$ cat src/rtl/mdio_master.sv
// Clause-22 MDIO management master: one request becomes one 65-bit MDC-clocked frame.
// Optional macro MDIO_RDSYNC_EN inserts a 2-FF synchroniser on i_mdio_i.
module mdio_master #(
    parameter int CLK_DIV = 10
) (
    input  logic        i_clk,
    input  logic        i_rst,
    input  logic        i_req_valid,
    output logic        o_req_ready,
    input  logic        i_req_write,
    input  logic [4:0]  i_req_phyad,
    input  logic [4:0]  i_req_regad,
    input  logic [15:0] i_req_wdata,
    output logic        o_resp_valid,
    output logic [15:0] o_resp_rdata,
    output logic        o_resp_err,
    output logic        o_mdc,
    output logic        o_mdio_o,
    output logic        o_mdio_t,
    input  logic        i_mdio_i
);
    localparam int DIV_W = $clog2(CLK_DIV);
    localparam logic [DIV_W-1:0] DIV_LAST = DIV_W'(CLK_DIV - 1);
    localparam logic [DIV_W-1:0] DIV_PRE  = DIV_W'(CLK_DIV - 2);
    localparam logic [6:0] BIT_HDR  = 7'd32;
    localparam logic [6:0] BIT_TA   = 7'd46;
    localparam logic [6:0] BIT_TA2  = 7'd47;
    localparam logic [6:0] BIT_DATA = 7'd48;
    localparam logic [6:0] BIT_END  = 7'd64;

    typedef enum logic [2:0] {ST_IDLE, ST_PRE, ST_HDR, ST_TA, ST_DATA, ST_END} state_t;

    state_t           state;
    logic [DIV_W-1:0] div;
    logic [6:0]       bit_cnt;
    logic [6:0]       bit_next;
    logic [63:0]      tx_sr;
    logic [63:0]      req_frame;
    logic [15:0]      rx_sr;
    logic             wr;
    logic             ta_err;
    logic             mdio_in;

    function automatic state_t phase_of(input logic [6:0] b);
        if (b >= BIT_END)       return ST_END;
        else if (b >= BIT_DATA) return ST_DATA;
        else if (b >= BIT_TA)   return ST_TA;
        else if (b >= BIT_HDR)  return ST_HDR;
        else                    return ST_PRE;
    endfunction

    // Pad is released from TA onward on reads and always during the idle bit.
    function automatic logic released(input logic [6:0] b, input logic is_wr);
        return (b >= BIT_END) || ((b >= BIT_TA) && !is_wr);
    endfunction

`ifdef MDIO_RDSYNC_EN
    logic sync_a, sync_b;
    always_ff @(posedge i_clk) begin
        sync_a <= i_mdio_i;
        sync_b <= sync_a;
    end
    assign mdio_in = sync_b;
`else
    assign mdio_in = i_mdio_i;
`endif

    // Released read bits carry 1s so the idle pad level is driven into o_mdio_o.
    assign req_frame = i_req_write
        ? {32'hFFFF_FFFF, 2'b01, 2'b01, i_req_phyad, i_req_regad, 2'b10, i_req_wdata}
        : {32'hFFFF_FFFF, 2'b01, 2'b10, i_req_phyad, i_req_regad, 2'b11, 16'hFFFF};
    assign bit_next = bit_cnt + 7'd1;

    always_ff @(posedge i_clk) begin
        if (i_rst) begin
            state        <= ST_IDLE;
            div          <= '0;
            bit_cnt      <= '0;
            o_mdc        <= 1'b0;
            o_mdio_t     <= 1'b1;
            o_mdio_o     <= 1'b1;
            o_req_ready  <= 1'b1;
            o_resp_valid <= 1'b0;
            o_resp_rdata <= '0;
            o_resp_err   <= 1'b0;
        end else begin
            o_resp_valid <= 1'b0;
            if (state == ST_IDLE) begin
                o_mdc    <= 1'b0;
                div      <= '0;
                bit_cnt  <= '0;
                o_mdio_t <= 1'b1;
                o_mdio_o <= 1'b1;
                if (i_req_valid) begin
                    wr          <= i_req_write;
                    tx_sr       <= {req_frame[62:0], 1'b1};
                    o_mdio_o    <= req_frame[63];
                    o_mdio_t    <= 1'b0;
                    o_req_ready <= 1'b0;
                    state       <= ST_PRE;
                end
            end else if (div == DIV_LAST) begin
                div <= '0;
                if (!o_mdc) begin
                    o_mdc <= 1'b1;
                end else begin
                    // MDC falling edge: advance to the next bit.
                    o_mdc    <= 1'b0;
                    bit_cnt  <= bit_next;
                    state    <= phase_of(bit_next);
                    o_mdio_o <= tx_sr[63];
                    tx_sr    <= {tx_sr[62:0], 1'b1};
                    o_mdio_t <= released(bit_next, wr);
                    if (!wr && bit_cnt == BIT_TA2) ta_err <= mdio_in;
                    if (!wr && state == ST_DATA)   rx_sr  <= {rx_sr[14:0], mdio_in};
                end
            end else begin
                div <= div + 1'b1;
                // Leave one cycle early so IDLE/ready coincide with the response pulse.
                if (state == ST_END && o_mdc && div == DIV_PRE) begin
                    state        <= ST_IDLE;
                    o_req_ready  <= 1'b1;
                    o_resp_valid <= 1'b1;
                    if (wr) begin
                        o_resp_err <= 1'b0;
                    end else begin
                        o_resp_rdata <= rx_sr;
                        o_resp_err   <= ta_err;
                    end
                end
            end
        end
    end
endmodule
$ cat config.mk
export PLATFORM = sky130hd
export DESIGN_NAME = mdio_master
export DESIGN_NICKNAME = d
export VERILOG_FILES = /design/src/rtl/mdio_master.sv
export SDC_FILE = /design/constraint.sdc
export NUM_CORES = 1
export LEC_CHECK = 0
export BUFFER_PORTS_ARGS = -buffer_cell sky130_fd_sc_hd__buf_2
export CORE_ASPECT_RATIO = 1.1
export CORE_MARGIN = 3
export CORE_UTILIZATION = 55
export DETAILED_ROUTE_END_ITERATION = 7
export GPL_ROUTABILITY_DRIVEN = 0
export PLACE_DENSITY = 0.85
export SETUP_SLACK_MARGIN = 0.3
export SYNTH_ARGS = -nofsm -noshare
export SYNTH_HDL_FRONTEND = slang
export SYNTH_SLANG_ARGS = --single-unit
export TNS_END_PERCENT = 5
$ cat constraint.sdc
create_clock -name i_clk -period 9.5 [get_ports i_clk]
set_clock_uncertainty 0.15 [all_clocks]
set_input_delay 0.95 -clock i_clk [delete_from_list [all_inputs] [get_ports i_clk]]
set_output_delay 0.95 -clock i_clk [all_outputs]
set_load 0.1 [all_outputs]
==> run summary <==
Final Max Tran Viols - 0
Worst hold path type - reg -> reg
Post-synth EDFFs - 81
Area of the mapped netlist - 4680 µm²
Setup TNS - 0 ns
Die area - 9650 µm²
Largest net degree at the start of global routing - 61
Number of buffers and inverters on the critical path - 1
Grt ovf - 0
Outcome - finished clean
Arr. time, crit path - 2.81 ns
Synth async-reset ratio - 0%
Die boundary width - 93.9 µm
DRT iter0 DRCs - 198
Vias in the first global route - 3012
First-pass GRT wire length - 14.6 mm
Cts bufs inserted - 17
Cells after Synth - 382
Resize count post-CTS - 0
Family with the most delay on the worst path - simple AND/OR/NAND/NOR gates
Startpoint Class - input pin
Measured slew at the worst slew-check pin - 1.16 ns
Flops & latches, synth - 117
Max incr delay on CP - 0.89 ns
Detailed-route DRC error count - 0
Crit share post-route - 29.9%
Reg2reg end - tx_sr[1]
Setup violations, final - 0
Fmax - 353 MHz
Crit path capture type - flop
Pre-antenna DRT Iters - 4
Row count - 34
CTS tree - built
Via Count - 2966
Final HPWL DP - 5.14 mm
Hold path depth - 0
Die Y - 103 µm
Drt total wl - 8.76 mm
Starting Density - 57.9%
Leak Pwr - 2.04 nW
Area delta synth->final - 19.2%
Number of diodes - 0
Worst EP required - 9.47 ns
Slew headroom - 22.4%
Slowest cell on the critical path - nor3_2
Port Buffers - 52
Net count, final - 471
Vias per cell - 5.32
Clock transition at path regs - 0.06 ns
Register-to-Register Path Depth - 5
Core Area - 8080 µm²
Initial antenna violation count - 0
Crit path time final - 2.84 ns
Maximum root-to-sink buffer count - 2
Syn avg cell area - 12.2 µm²
Drt wl/cell - 15.7 µm
I/O pin cnt - 53
Net Count, Synth - 417
Sink Count - 117
Unique masters post-synth - 45
Layout cell share with drive strength beyond 1 - 21.4%
Post-synthesis sequential area ratio - 67.4%
Main synth FF type - edfxtp_1
Reg-to-reg slack, setup - 6.73 ns
Inst Count DP - 525
# fillers - 553
Root Driver - clkbuf_8
Yosys warnings - 0
GRT Total Usage - 20.2%
Cell Chain, Critical Path - buf_2, or4b_2, nor3_2
Finished Core Util - 69.0%
CTS Hold Bufs - 0
Setup Fix Bufs, Post-CTS - 0
Reg-to-Reg Start - state[2]
Max FO, Critical Path - 29
Maxcap violations - 0
Non-filler cells, final - 557
Fin. Hold Viols - 0
DRT antenna net count - 0
Unrepaired setup endpoints after global routing - false
H-Tree Depth - 4
Worst hold endpoint - rx_sr[10]
Pwr per Cell Area - 218 nW/µm²
Max IR drop VDD - 152 µV
Critical path class - in -> reg
Worst-Skew Late Latency - 0.51 ns
Hold_sp - rx_sr[9]
## through the flow
step	total power, mW	instance area (µm²)	setup WS, ns	hold WS, ns
after floorplan	0.623	4680	5.44	0.276
after detailed placement	0.642	5020	6.06	0.287
after global placement	0.639	5020	6.19	0.293
after global routing	1.26	5580	6.51	0.328
final	1.22	5580	6.66	0.309
after CTS	1.23	5580	6.68	0.314
## cell type report
class,count,area (µm²),area share [%]
Clock buffer,19,432,7.74
Clock inverter,13,124,2.22
Inverter,17,63.8,1.14
Multi-Input combinational cell,228,1390,24.9
Sequential cell,117,3150,56.5
Tap cell,108,135,2.42
Timing Repair Buffer,55,283,5.07
## where the power goes
group          internal (mW)  leakage, nW  switching [mW]  total [mW]
Combinational         0.0191        0.796          0.0447      0.0638
Sequential             0.563        0.983         0.00543       0.568
Clock                  0.356        0.265           0.231       0.586
Total                  0.938         2.04           0.281        1.22
## worst register-to-register path, stage by stage (launching register included)
cell	delay, ns
dfxtp_1	0.46
or3_1	0.16
buf_4	0.42
nand2_1	0.27
a21oi_4	0.28
buf_4	0.63
## placed cells by master (no fill, tap or decap), types with 2 or more instances in the layout
master / Yosys / routed
ha_1: 4 / 4
clkbuf_8: 0 / 2
clkinvlp_4: 0 / 3
buf_2: 2 / 52
inv_1: 17 / 17
buf_4: 0 / 3
o31ai_1: 2 / 2
xnor2_1: 6 / 6
nand3_1: 4 / 4
clkbuf_16: 0 / 16
xor2_1: 7 / 7
dfxtp_1: 36 / 36
mux2i_1: 16 / 16
nand2b_1: 34 / 34
or3_1: 2 / 2
and4b_1: 2 / 2
a31oi_1: 15 / 15
nor2_1: 50 / 50
clkinv_4: 0 / 4
nand2_1: 50 / 50
o21ai_0: 3 / 3
a21oi_1: 4 / 4
and3_1: 3 / 3
nand3b_1: 4 / 4
edfxtp_1: 81 / 81
inv_6: 0 / 3
clkinv_2: 0 / 2
## cells by family after synthesis
| group | Yosys count | share of synthesized area [%] |
|---|---|---|
| fa+ha+maj | 4 | 1.07 |
| mux | 16 | 3.42 |
| compound gates | 31 | 4.39 |
| buf+inv | 37 | 3.37 |
| flops | 117 | 67.4 |
| xor+xnor | 13 | 2.43 |
| simple gates | 164 | 17.9 |
## flip-flops by register name (all words and copies together) (netlist names)
signal and cells:
bit_cnt 7, div 4, o_mdc 1, o_mdio_o 1
o_mdio_t 1, o_req_ready 1, o_resp_err 1, o_resp_rdata 16
o_resp_valid 1, rx_sr 16, state 3, ta_err 1
tx_sr 63, wr 1
## cells in the mapped netlist (2+ instances only)
master    instances  area, µm²
o31ai_1           2       15.0
xnor2_1           6       52.6
and4b_1           2       20.0
nand2_1          50        188
buf_2             2       10.0
a31oi_1          15       93.8
clkbuf_1         16       60.1
edfxtp_1         81       2430
nand2b_1         34        213
mux2i_1          16        160
ha_1              4       50.1
o21ai_0           3       15.0
nor2_1           50        188
inv_1            17       63.8
nand3b_1          4       30.0
or3_1             2       12.5
dfxtp_1          36        721
and3_1            3       18.8
xor2_1            7       61.3
a21oi_1           4       20.0
nand3_1           4       20.0
## per-layer routing
metal / vias to the layer above / wire length (µm) / track usage [%]
li1: 1432 / - / -
met1: 1415 / 3580 / 24.1
met2: 96 / 4460 / 33.3
met3: 23 / 495 / 5.55
met4: 0 / 227 / 11.3
met5: - / 0 / 0
## worst max-delay path by stage
stage	start	to	slack (ns)	cells past startpoint
floorplan	o_mdc	tx_sr[10]	5.44	4
global placement	i_rst	rx_sr[0]	6.19	3
detailed placement	i_rst	rx_sr[2]	6.06	3
CTS	i_rst	rx_sr[8]	6.68	3
global route	i_rst	rx_sr[8]	6.51	3
finish	i_rst	rx_sr[8]	6.66	3
No activity file was read; power rests on OpenSTA's default activity.
